==> src/rtl/s2_pkg.sv <==
// Shared definitions for the S2 serial receiver: frame geometry defaults
// and the receiver state encoding.
package s2_pkg;

  localparam int FRAME_ADDR_W_DEF = 3;
  localparam int FRAME_DATA_W_DEF = 18;
  localparam int FRAMES_TOTAL_DEF = 8;
  localparam int FRAME_BITS       = 21;

  typedef enum logic [1:0] {
    ST_IDLE    = 2'd0,
    ST_RECV    = 2'd1,
    ST_WAIT_HI = 2'd2,
    ST_DONE    = 2'd3
  } state_e;

endpackage

==> src/rtl/s2_shift_in.sv <==
// Serial-in / parallel-out frame register. New bits enter at the LSB, so the
// first bit received ends up at the MSB once the frame is complete.
module s2_shift_in #(
  parameter int WIDTH = s2_pkg::FRAME_BITS
) (
  input  logic             clk,
  input  logic             clear,
  input  logic             shift_en,
  input  logic             din,
  output logic [WIDTH-1:0] q
);

  always_ff @(posedge clk) begin
    if (clear) begin
      q <= '0;
    end else if (shift_en) begin
      q <= {q[WIDTH-2:0], din};
    end
  end

endmodule

==> src/rtl/s2_receiver.sv <==
// Serial frame receiver: collects address+data frames framed by an active-low
// enable and issues a one-cycle write strobe into RB2 for each complete frame.
module s2_receiver
  import s2_pkg::*;
#(
  parameter int FRAME_ADDR_W = FRAME_ADDR_W_DEF,
  parameter int FRAME_DATA_W = FRAME_DATA_W_DEF,
  parameter int FRAMES_TOTAL = FRAMES_TOTAL_DEF
) (
  input  logic                    clk,
  input  logic                    rst,
  input  logic                    sen,
  input  logic                    sd,
  output logic                    RB2_RW,
  output logic [FRAME_ADDR_W-1:0] RB2_A,
  output logic [FRAME_DATA_W-1:0] RB2_D,
  input  logic [FRAME_DATA_W-1:0] RB2_Q,
  output logic                    S2_done
);

  localparam int FB          = FRAME_ADDR_W + FRAME_DATA_W;
  localparam int BIT_CNT_W   = $clog2(FB + 1);
  localparam int FRAME_CNT_W = $clog2(FRAMES_TOTAL + 1);

  localparam logic [1:0] S_IDLE    = ST_IDLE;
  localparam logic [1:0] S_RECV    = ST_RECV;
  localparam logic [1:0] S_WAIT_HI = ST_WAIT_HI;
  localparam logic [1:0] S_DONE    = ST_DONE;

  logic [1:0]             state;
  logic [BIT_CNT_W-1:0]   bit_cnt;
  logic [FRAME_CNT_W-1:0] frame_cnt;
  logic [FB-1:0]          frame_q;
  logic [FB-1:0]          frame_next;
  logic                   shift_en;
  logic                   shift_clear;
  logic                   last_bit;
  logic                   rb2_q_unused;

  // The frame register never feeds a write directly: the write data is the
  // register contents plus the bit being sampled on this same edge.
  assign frame_next  = {frame_q[FB-2:0], sd};
  assign shift_en    = !sen && (state == S_IDLE || state == S_RECV);
  assign shift_clear = rst || (state == S_RECV && sen);
  assign last_bit    = (state == S_RECV) && !sen && (bit_cnt == BIT_CNT_W'(FB - 1));

  assign rb2_q_unused = ^{RB2_Q, frame_q[FB-1]};

  s2_shift_in #(.WIDTH(FB)) u_shift_in (
    .clk      (clk),
    .clear    (shift_clear),
    .shift_en (shift_en),
    .din      (sd),
    .q        (frame_q)
  );

  always_ff @(posedge clk) begin
    if (rst) begin
      state     <= S_IDLE;
      bit_cnt   <= '0;
      frame_cnt <= '0;
      RB2_RW    <= 1'b1;
      RB2_A     <= '0;
      RB2_D     <= '0;
      S2_done   <= 1'b0;
    end else begin
      // The strobe is a single cycle: any cycle not issuing a write reads.
      RB2_RW <= 1'b1;
      case (state)
        S_IDLE: begin
          if (!sen) begin
            bit_cnt <= BIT_CNT_W'(1);
            state   <= S_RECV;
          end
        end
        S_RECV: begin
          if (sen) begin
            bit_cnt <= '0;
            state   <= S_IDLE;
          end else if (last_bit) begin
            RB2_A     <= frame_next[FB-1 -: FRAME_ADDR_W];
            RB2_D     <= frame_next[FRAME_DATA_W-1:0];
            RB2_RW    <= 1'b0;
            frame_cnt <= frame_cnt + FRAME_CNT_W'(1);
            bit_cnt   <= '0;
            state     <= S_WAIT_HI;
          end else begin
            bit_cnt <= bit_cnt + BIT_CNT_W'(1);
          end
        end
        S_WAIT_HI: begin
          // Completion is taken on the edge that ends the final strobe,
          // whether or not the enable has been released yet.
          if (frame_cnt == FRAME_CNT_W'(FRAMES_TOTAL)) begin
            S2_done <= 1'b1;
            state   <= S_DONE;
          end else if (sen) begin
            state <= S_IDLE;
          end
        end
        S_DONE: begin
          S2_done <= 1'b1;
        end
        default: begin
          state <= S_IDLE;
        end
      endcase
    end
  end

endmodule

==> config.mk <==
export PLATFORM = sky130hd
export DESIGN_NAME = s2_receiver
export DESIGN_NICKNAME = d
export VERILOG_FILES = /design/src/rtl/s2_pkg.sv /design/src/rtl/s2_shift_in.sv /design/src/rtl/s2_receiver.sv
export SDC_FILE = /design/constraint.sdc
export NUM_CORES = 1
export LEC_CHECK = 0
export ABC_AREA = 1
export CELL_PAD_IN_SITES_DETAIL_PLACEMENT = 0
export CELL_PAD_IN_SITES_GLOBAL_PLACEMENT = 1
export CORE_MARGIN = 8
export CORE_UTILIZATION = 47
export CTS_BUF_LIST = sky130_fd_sc_hd__clkbuf_2
export DETAILED_ROUTE_END_ITERATION = 12
export DONT_BUFFER_PORTS = 1
export PLACE_DENSITY = 0.8
export SLEW_MARGIN = 20
export SYNTH_ARGS = -nofsm -noshare
export SYNTH_HDL_FRONTEND = slang
export SYNTH_SLANG_ARGS = --single-unit
==> constraint.sdc <==
create_clock -name clk -period 1.7 [get_ports clk]
set_input_delay 0.34 -clock clk [delete_from_list [all_inputs] [get_ports clk]]
set_output_delay 0.34 -clock clk [all_outputs]
set_load 0.02 [all_outputs]
Yosys cells after proc, flatten, opt, wreduce, memory -nomap -nowiden. Cells that the tools add are included.

Logic and storage cells: 50. Input port bits: 22. Flip-flop bits (word level): 54. Output and inout bits: 23.

Equality and inequality tests: 9. Bitwise gates (word level): 2. Reductions and logical operators: 16. Add/sub/neg operators: 2. Mux-type cells: 13.

Operator list (count): two-way mux 5 bit (3); two-way mux 2 bit (5); one-hot mux 5 bit (2 select lines) (1); inequality test 3 bit (second input constant) (2); one-hot mux 2 bit (3 select lines) (1); adder 5 x 1 -> 5 bit (second input constant) (1); == test 5 bit (second input constant) (1); adder 4 x 1 -> 4 bit (second input constant) (1); == test 2 bit (second input constant) (2); == test 4 bit (second input constant) (1); logical AND 1 bit (4); inequality test 2 bit (second input constant) (2); AND reduction 2 bit (2); AND reduction 4 bit (1); nonzero test 2 bit (2); AND reduction 3 bit (1); nonzero test 3 bit (1); OR reduction 3 bit (1); == test 2 x 1 -> 1 bit (second input constant) (1); logical NOT 2 bit (1); logical OR 1 bit (2); two-way mux 1 bit (2); NOT 1 bit (2); one-hot mux 1 bit (2 select lines) (1); logical NOT 1 bit (1).

Depth between registers and ports, before layout. Gate-level depths: netlist of run 1.

Depth in word-level cells: 6. Mapped depth: 10. Mapped depth without buffers: 10.

Hierarchy. From an unflattened synthesis of run 1, not the netlist that was laid out.

Cells, all modules: 331. Area, all modules: 2414.8 sq um.

By module, submodules not included: s2_receiver (area each 1525.2 sq um, times used 1, cells an instance 197, sequential area each 680.7 sq um); s2_shift_in (area each 889.6 sq um, times used 1, cells an instance 134, sequential area each 420.4 sq um).

Worst setup path after synthesis of run 1. No wires, ideal clock.

Path kind: register to register. Start: register state[1]. End: register RB2_A[0]. Path buffers: 2. Clock period less this slack: 1.378 ns. Arrival time: 1.265 ns. Stages on the path, launching flop included: 10. Setup slack: 0.322 ns. Library setup time: 0.113 ns. Data required time: 1.587 ns. Cells stage by stage: dfxtp_1 -> inv_1 -> ha_1 -> inv_2 -> nor2_4 -> nand3_4 -> buf_6 -> buf_6 -> o21ai_1 -> nor2_1.

Longest elaborated chain between the ends: 4.

RTL lines: start: declaration (RTL line s2_receiver.sv:30) `logic [1:0] state;`; start signal: assignment (RTL line s2_receiver.sv:59) `state <= S_IDLE;`; start signal: assignment (RTL line s2_receiver.sv:73) `state <= S_RECV;`; start signal: assignment (RTL line s2_receiver.sv:79) `state <= S_IDLE;`; == test 2 x 1 -> 1 bit * (RTL line s2_receiver.sv:45, s2_receiver.sv:69); logical AND 1 bit (2 in series) (RTL line s2_receiver.sv:45) `assign last_bit = (state == S_RECV) && !sen && (bit_cnt == BIT_CNT_W'(FB - 1));`; AND reduction 3 bit (no source line) *; end signal: assignment (RTL line s2_receiver.sv:81) `RB2_A <= frame_next[FB-1 -: FRAME_ADDR_W];`; end: declaration (RTL line s2_receiver.sv:15) `output logic [FRAME_ADDR_W-1:0] RB2_A,`.

Mark *: on every way between the ends. The rest lies on a longest branch, timed or not. A chain may end at the register's enable or synchronous reset.

Worst setup path after layout of run 1.
Start: register state[1]. End: register RB2_D[3].

Longest elaborated chain between the ends: 4.

RTL lines: == test 2 x 1 -> 1 bit * (RTL line s2_receiver.sv:45, s2_receiver.sv:69); logical AND 1 bit (2 in series) (RTL line s2_receiver.sv:45); AND reduction 3 bit (no source line) *; end signal: assignment (RTL line s2_receiver.sv:82) `RB2_D <= frame_next[FRAME_DATA_W-1:0];`; end: declaration (RTL line s2_receiver.sv:16) `output logic [FRAME_DATA_W-1:0] RB2_D,`.

Marked as above.

==> impl_metrics.env, run 1 <==
export IMPL_status="completed"
export IMPL_grt_first_pass_wirelength_mm=7.37
export IMPL_grt_start_max_net_pins=21
export IMPL_hold_path_class="primary input to flip-flop"
export IMPL_start_util=0.477
export IMPL_drive_gt1_frac=0.103
export IMPL_gp_congestion=0.751
export IMPL_p_leak_uw=0.000875
export IMPL_detail_route_antenna_nets=0
export IMPL_power_density_mw_per_mm2=1030
export IMPL_first_iter_violations=106
export IMPL_cp_max_fo=7
export IMPL_yosysSeqAreaShare=0.490
export IMPL_fmax_mhz=632
export IMPL_critPathCaptureType="flip-flop"
export IMPL_area_delta_synth_final_pct=5.95
export IMPL_synthArstFlopShare=0
export IMPL_max_slew_margin=0.822
export IMPL_worst_pin_slew_ns=0.265
export IMPL_synth_edf_count=0
export IMPL_period_needed_ns=1.58
export IMPL_yosysUniqueCellTypes=26
export IMPL_numCtsBuffers=5
export IMPL_maxCapViolations=0
export IMPL_pin_count=45
export IMPL_synth_most_common_cell="nand2_1"
export IMPL_power_uw=2420
export IMPL_worstPathArrival_ns=1.93
export IMPL_n_antenna_cell=0
export IMPL_yosys_most_used_dff="dfxtp_1"
export IMPL_cts_tree="built"
export IMPL_die_w_um=84.5
export IMPL_drt_total_wl_mm=4.31
export IMPL_cts_sinks=54
export IMPL_final_max_slew_viol_count=0
export IMPL_vias=1693
export IMPL_drc=0
export IMPL_required_ns=2.04
export IMPL_fin_setup_tns_ns=0
export IMPL_final_hold_viol_count=0
export IMPL_wl_per_cell_um=12.5
export IMPL_die_area_mm2=0.00715
export IMPL_worstHoldPathCells=3
export IMPL_synth_cells=285
export IMPL_grt_usage=0.126
export IMPL_core_area_mm2=0.00463
export IMPL_synth_nets=316
export IMPL_yosys_area_top_type="dfxtp_1"
export IMPL_regArea_mm2=0.00108
export IMPL_clk_latency_ns=0.41
export IMPL_rows=25
export IMPL_post_cts_setup_buffers=0
export IMPL_dr_pass1_iters=4
export IMPL_io_buffers=0
export IMPL_nNetsFinal=321
export IMPL_cts_max_path_buffers=2
export IMPL_multi_input_area_um2=965
export IMPL_ys_top_cells_by_count="nand2_1, dfxtp_1, nor2_1"
export IMPL_clk_pin_slew_ns=0.26
export IMPL_syn_area_per_cell_um2=7.75
export IMPL_dp_hpwl_mm=3.04
export IMPL_grt_overflow_total=0
export IMPL_synth_seq_cells=54
export IMPL_synthTopCellsByArea="dfxtp_1, nand2_1, nor2_1, a21oi_1, ha_1"
export IMPL_rsz0062_at_grt="false"
export IMPL_rr_worst_depth=8
export IMPL_fillers=493
export IMPL_fin_crit_sh=0.930
export IMPL_synth_area_mm2=0.00221
export IMPL_finalClockSkew_ns=0.0118
export IMPL_antenna_found_initial=0
export IMPL_setup_viol=0
export IMPL_viasPerCell=4.91
export IMPL_ys_warn_count=0
export IMPL_start_kind="flip-flop"
export IMPL_grt_pass1_vias=1570
export IMPL_chipHeight_um=84.5
export IMPL_netlist_area_leader_share=0.490
export IMPL_h_tree_depth=2
export IMPL_irDropWorstVdd_mv=0.463
export IMPL_cts_root_buf="clkbuf_2"
export IMPL_worstSetupPathType="flip-flop to flip-flop"
[registers in the layout, summed over array words and instances (netlist names)]
| signal | cells |
|---|---|
| u_shift_in.q | 20 |
| RB2_D | 18 |
| bit_cnt | 5 |
| frame_cnt | 4 |
| RB2_A | 3 |
| state | 2 |
| RB2_RW | 1 |
| S2_done | 1 |
[worst max-delay path: stages, from the launching register on]
cell     delay (ns)
dfxtp_2        0.40
inv_1          0.09
ha_1           0.21
inv_2          0.07
nor2_4         0.14
nand3_4        0.14
buf_4          0.19
o21ai_0        0.20
nor2_1         0.07
[cells in the final DEF (no fill, tap or decap)]
cell type / count
nand2_1: 61
nor2_1: 54
dfxtp_1: 53
a21oi_1: 25
o21ai_1: 20
inv_1: 18
ha_1: 9
buf_4: 8
o21ai_0: 6
clkbuf_2: 5
nand3_1: 4
inv_2: 3
a21oi_2: 3
nor2_2: 2
nor2_4: 2
nand4_1: 2
xor2_1: 2
clkinv_1: 2
dlygate4sd3_1: 2
clkinv_2: 1
nand3_4: 1
a21boi_0: 1
nor3_2: 1
nor3_1: 1
o211ai_1: 1
nand2_2: 1
clkinv_4: 1
buf_12: 1
dfxtp_2: 1
[logic make-up after synthesis]
family	synth area share
AO/OA/AOI/OAI	0.134
XOR/XNOR	0.00793
adder cells (fa/ha/maj)	0.0510
buffers and inverters	0.0736
flip-flops	0.490
AND/OR/NAND/NOR	0.244
[per-stage QoR]
step                      setup WS, ns  std cells  hold slack [ns]  cell area, um^2  utilization
after floorplan                  0.322        285            0.402             2210            -
final                            0.118        345           0.0603             2340        0.505
after global routing           0.00543        345           0.0322             2340        0.505
after detailed placement         0.155        335            0.405             2280        0.492
after global placement           0.167        335            0.404             2280        0.492
after CTS                       0.0945        344          0.00564             2330        0.503
[power by group]
group | internal (uW) | switching [uW]
clock | 95.9 | 385
sequential | 1320 | 45.9
combinational | 174 | 398
[path summary, 6_finish.rpt]
kind                    start          endpoint  slack [ns]
min                       rst        bit_cnt[4]        0.06
max reg2reg          state[1]          RB2_D[3]        0.12
min reg2reg  u_shift_in.q[17]  u_shift_in.q[18]        0.48
max                  state[1]          RB2_D[3]        0.12
[cell type report]
cell class,count,share of cell area
timing repair buffer,11,0.0428
tap,54,0.0289
clock buffer,5,0.0107
clock inverter,3,0.00695
inverter,22,0.0358
sequential,54,0.463
multi-input combinational,196,0.412
[per-layer routing]
layer,wire length (um),GRT usage,vias up,share of wire
li1,-,-,909,-
met1,2030,0.146,756,0.47
met2,2030,0.210,24,0.47
met3,211,0.0449,4,0.049
met4,40,0.0388,0,0.0093
met5,0,0,-,0
[repair_timing]
item,CTS,global route
resized for setup,0,2
hold buffers,1,1
hold endpoints to repair,4,1
endpoints found under the setup margin,0,13
No activity file was read; power rests on OpenSTA's default activity.
==> run 2: changes to the inputs <==
--- a/config.mk
+++ b/config.mk
@@ -13,8 +13,9 @@
 export CTS_BUF_LIST = sky130_fd_sc_hd__clkbuf_2
 export DETAILED_ROUTE_END_ITERATION = 12
 export DONT_BUFFER_PORTS = 1
+export HOLD_SLACK_MARGIN = 0.08
 export PLACE_DENSITY = 0.8
-export SLEW_MARGIN = 20
+export SLEW_MARGIN = 0
 export SYNTH_ARGS = -nofsm -noshare
 export SYNTH_HDL_FRONTEND = slang
 export SYNTH_SLANG_ARGS = --single-unit
==> impl_metrics.env, run 2 (synthesized netlist as in run 1, its figures left out) <==
export IMPL_cp_top_family="flip-flops"
export IMPL_worstPathArrival_ns=1.92
export IMPL_cts_sinks=54
export IMPL_multi_input_area_um2=965
export IMPL_layout_commonest_cell="nand2_1"
export IMPL_maxCapViolations=0
export IMPL_grt_util_met3=0.0420
export IMPL_rr_endpoint="RB2_D[3]"
export IMPL_cts_tree="built"
export IMPL_worstSetupPathType="flip-flop to flip-flop"
export IMPL_cts_root_buf="clkbuf_2"
export IMPL_regArea_mm2=0.00108
export IMPL_area_delta_synth_final_pct=7.31
export IMPL_reg_top3="u_shift_in.q: 20 flops, RB2_D: 18 flops, bit_cnt: 5 flops"
export IMPL_worst_pin_slew_ns=0.265
export IMPL_die_area_mm2=0.00715
export IMPL_grt_first_pass_wirelength_mm=7.47
export IMPL_worstHoldPathCells=3
export IMPL_final_max_slew_viol_count=0
export IMPL_grt_use_met2=0.212
export IMPL_start_kind="flip-flop"
export IMPL_rr_worst_depth=8
export IMPL_n_antenna_cell=0
export IMPL_max_slew_margin=0.822
export IMPL_grt_usage=0.127
export IMPL_hold_slack_ns=0.218
export IMPL_drive_gt1_frac=0.102
export IMPL_pin_count=45
export IMPL_critPathCaptureType="flip-flop"
export IMPL_chipHeight_um=84.5
export IMPL_cp_max_fo=7
export IMPL_finalClockSkew_ns=0.0102
export IMPL_fmax_mhz=633
export IMPL_core_area_mm2=0.00463
export IMPL_fin_crit_sh=0.930
export IMPL_power_uw=2420
export IMPL_first_iter_violations=102
export IMPL_cts_max_path_buffers=2
export IMPL_antenna_found_initial=0
export IMPL_drt_total_wl_mm=4.38
export IMPL_final_util=0.512
export IMPL_final_cell_mix="nand2_1, nor2_1, dfxtp_1"
export IMPL_numCtsBuffers=5
export IMPL_io_buffers=0
export IMPL_use_met1=0.151
export IMPL_clk_latency_ns=0.41
export IMPL_die_w_um=84.5
export IMPL_grt_pass1_vias=1582
export IMPL_grt_overflow_total=0
export IMPL_required_ns=2.04
export IMPL_r2r_setup_slack_ns=0.12
export IMPL_status="completed"
export IMPL_largest_reg_flops=20
export IMPL_p_leak_uw=0.000887
export IMPL_setup_viol=0
export IMPL_busiest_layer="met2"
export IMPL_h_tree_depth=2
export IMPL_viasPerCell=4.91
export IMPL_detail_route_antenna_nets=0
export IMPL_period_needed_ns=1.58
export IMPL_hp_start="rst"
export IMPL_regMostFlops="u_shift_in.q"
export IMPL_nNetsFinal=324
export IMPL_power_density_mw_per_mm2=1020
export IMPL_final_hold_viol_count=0
export IMPL_reg2reg_from="state[1]"
export IMPL_vias=1710
export IMPL_grt_start_max_net_pins=21
export IMPL_min_delay_worst_endpoint="RB2_RW"
export IMPL_rsz0062_at_grt="false"
export IMPL_dr_pass1_iters=4
export IMPL_fillers=490
export IMPL_fin_setup_tns_ns=0
export IMPL_irDropWorstVdd_mv=0.472
export IMPL_drc=0
export IMPL_start_util=0.477
export IMPL_slowest_stage="dfxtp_2"
export IMPL_gp_congestion=0.751
export IMPL_dp_hpwl_mm=3.04
export IMPL_path_cells="inv_1 -> ha_1 -> inv_2 -> nor2_4 -> nand3_4 -> buf_4 -> o21ai_0 -> nor2_1"
export IMPL_hold_path_class="primary input to flip-flop"
export IMPL_wl_per_cell_um=12.6
export IMPL_critPathBufInv=3
export IMPL_rows=25
export IMPL_max_stage_delay_ns=0.40
export IMPL_clk_pin_slew_ns=0.26
==> run 2: cell type report <==
| type | instances | area share |
|---|---|---|
| timing repair buffer | 14 | 0.0549 |
| clock buffer | 5 | 0.0106 |
| multi-input combinational | 196 | 0.407 |
| tap | 54 | 0.0285 |
| inverter | 22 | 0.0354 |
| clock inverter | 3 | 0.00686 |
| sequential | 54 | 0.457 |
==> run 2: repair_timing <==
| action | in CTS | in global routing |
|---|---|---|
| hold endpoints to repair | 8 | 2 |
| hold buffers | 3 | 2 |
| setup buffers | 0 | 0 |
| gates resized for setup | 0 | 2 |
| setup endpoints to repair | 0 | 13 |
==> run 2: worst min-delay path, cell delays in order <==
cell	delay, ns
inv_1	0.03
buf_4	0.17
nand2_1	0.07
==> run 2: through the flow <==
step | cell area (um^2) | worst slack (ns) | cells
after floorplan | 2210 | 0.322 | 285
after global placement | 2280 | 0.167 | 335
after detailed placement | 2280 | 0.155 | 335
after CTS | 2350 | 0.0945 | 346
after global routing | 2370 | 0.00575 | 348
final | 2370 | 0.120 | 348
==> run 2: worst max path at each step <==
stage                       endpoint  startpoint  cells after the start  slack [ns]
finish                      RB2_D[3]    state[1]                      8        0.12
CTS                 u_shift_in.q[14]    state[1]                      7        0.09
detailed placement          RB2_D[3]    state[1]                      8        0.16
global route                RB2_A[0]    state[1]                      9       0.006
global placement            RB2_D[3]    state[1]                      8        0.17
floorplan                   RB2_A[0]    state[1]                      9        0.32
==> run 2: per-layer routing <==
layer | wire length, um | up-vias
li1 | - | 916
met1 | 2020 | 765
met2 | 2100 | 25
met3 | 213 | 4
met4 | 40 | 0
met5 | 0 | -
==> run 2: where the power goes <==
part / switching, uW / internal [uW]
registers: 45.8 / 1320
logic: 397 / 178
clock network: 387 / 95.9
total: 830 / 1590
==> run 3: changes to the inputs <==
--- a/config.mk
+++ b/config.mk
@@ -6,7 +6,7 @@
 export NUM_CORES = 1
 export LEC_CHECK = 0
 export ABC_AREA = 1
-export CELL_PAD_IN_SITES_DETAIL_PLACEMENT = 0
+export CELL_PAD_IN_SITES_DETAIL_PLACEMENT = 1
 export CELL_PAD_IN_SITES_GLOBAL_PLACEMENT = 1
 export CORE_MARGIN = 8
 export CORE_UTILIZATION = 47
==> impl_metrics.env, run 3 (synthesized netlist as in run 1, its figures left out) <==
export IMPL_die_w_um=84.5
export IMPL_grt_usage=0.147
export IMPL_drt_total_wl_mm=4.85
export IMPL_critPathLaunch="state[1]"
export IMPL_dr_pass1_iters=4
export IMPL_numCtsBuffers=5
export IMPL_die_area_mm2=0.00715
export IMPL_vias=1778
export IMPL_pin_count=45
export IMPL_grt_overflow_total=0
export IMPL_finalClockSkew_ns=0.0211
export IMPL_grt_start_max_net_pins=21
export IMPL_setup_viol=0
export IMPL_regMostFlops="u_shift_in.q"
export IMPL_fin_setup_tns_ns=0
export IMPL_instances_no_fill=345
export IMPL_antenna_found_initial=0
export IMPL_io_buffers=0
export IMPL_cp_max_fo=7
export IMPL_power_density_mw_per_mm2=1050
export IMPL_largest_reg_flops=20
export IMPL_grt_first_pass_wirelength_mm=8.57
export IMPL_critPathCaptureType="flip-flop"
export IMPL_start_kind="flip-flop"
export IMPL_final_cell_mix="nand2_1, nor2_1, dfxtp_1"
export IMPL_max_slew_margin=0.816
export IMPL_clk_pin_slew_ns=0.27
export IMPL_grt_util_met3=0.0459
export IMPL_period_needed_ns=1.55
export IMPL_use_met1=0.161
export IMPL_maxCapViolations=0
export IMPL_viasPerCell=5.15
export IMPL_clk_latency_ns=0.44
export IMPL_fin_crit_sh=0.910
export IMPL_dp_hpwl_mm=3.45
export IMPL_drive_gt1_frac=0.113
export IMPL_first_iter_violations=117
export IMPL_final_hold_viol_count=0
export IMPL_status="completed"
export IMPL_cts_root_buf="clkbuf_2"
export IMPL_irDropWorstVdd_mv=0.416
export IMPL_busiest_layer="met2"
export IMPL_worstSetupPathType="flip-flop to flip-flop"
export IMPL_cts_max_path_buffers=2
export IMPL_chipHeight_um=84.5
export IMPL_rr_endpoint="RB2_D[3]"
export IMPL_cts_tree="built"
export IMPL_final_max_slew_viol_count=0
export IMPL_place_inst=335
export IMPL_r2r_setup_slack_ns=0.15
export IMPL_layout_commonest_cell="nand2_1"
export IMPL_cts_sinks=54
export IMPL_endpoint="RB2_D[3]"
export IMPL_reg_top3="u_shift_in.q: 20 flops, RB2_D: 18 flops, bit_cnt: 5 flops"
export IMPL_grt_pass1_vias=1855
export IMPL_wl_per_cell_um=14.1
export IMPL_worstPathArrival_ns=1.93
export IMPL_reg2reg_from="state[1]"
export IMPL_power_uw=2470
export IMPL_start_util=0.477
export IMPL_n_antenna_cell=0
export IMPL_grt_use_met2=0.261
export IMPL_worst_pin_slew_ns=0.273
export IMPL_required_ns=2.08
export IMPL_core_area_mm2=0.00463
export IMPL_nNetsFinal=322
export IMPL_drc=0
export IMPL_gp_congestion=0.751
export IMPL_rows=25
export IMPL_detail_route_antenna_nets=0
export IMPL_rsz0062_at_grt="false"
export IMPL_fmax_mhz=646
export IMPL_post_cts_setup_buffers=0
export IMPL_h_tree_depth=2
export IMPL_area_delta_synth_final_pct=6.46
export IMPL_rr_worst_depth=8
export IMPL_hold_path_class="primary input to flip-flop"
export IMPL_p_leak_uw=0.000879
run 3: report_power, final:
part	total [uW]	switching, uW	internal, uW
combinational	595	417	178
sequential	1370	48.8	1320
clock	501	404	97.7
total	2470	869	1600
run 3: layout make-up:
cell class	instances	area, um^2
well taps	54	67.6
repair buffers	12	110
fillers	598	2280
multi-input cells	196	967
inverters	22	83.8
flip-flops and latches	54	1080
clock buffers	5	25.0
clock inverters	2	13.8
run 3: critical path: stages, from the launching register on:
cell	delay (ns)
dfxtp_2	0.40
inv_1	0.10
ha_2	0.21
inv_2	0.06
nor2_4	0.14
nand3_4	0.13
buf_4	0.19
o21ai_0	0.20
nor2_1	0.07
run 3: through the flow:
step | hold slack (ns) | setup slack, ns | cell area (um^2) | utilization
6_report | 0.198 | 0.153 | 2350 | 0.508
5_1_grt | 0.150 | 0.00518 | 2350 | 0.508
4_1_cts | 0.167 | 0.0432 | 2340 | 0.506
3_5_place_dp | 0.406 | 0.109 | 2280 | 0.492
3_3_place_gp | 0.404 | 0.167 | 2280 | 0.492
2_1_floorplan | 0.402 | 0.322 | 2210 | -
run 3: repair_timing:
item | in CTS | in global routing
setup endpoints to repair | 0 | 26
resized for setup | 0 | 4
hold endpoints to repair | 9 | 0
hold buffers | 3 | 0
run 3: worst min path at each step:
stage	startpoint	to	slack [ns]	cells past startpoint
floorplan	rst	frame_cnt[2]	0.40	1
global placement	rst	frame_cnt[2]	0.40	1
detailed placement	rst	frame_cnt[2]	0.41	1
CTS	rst	RB2_RW	0.17	3
global route	rst	RB2_RW	0.15	3
finish	rst	RB2_RW	0.20	3
run 3: routing by layer:
layer | up-vias | routed length (um)
met3 | 6 | 279
met1 | 837 | 2060
li1 | 908 | -
met5 | - | 0
met4 | 0 | 64
met2 | 27 | 2440
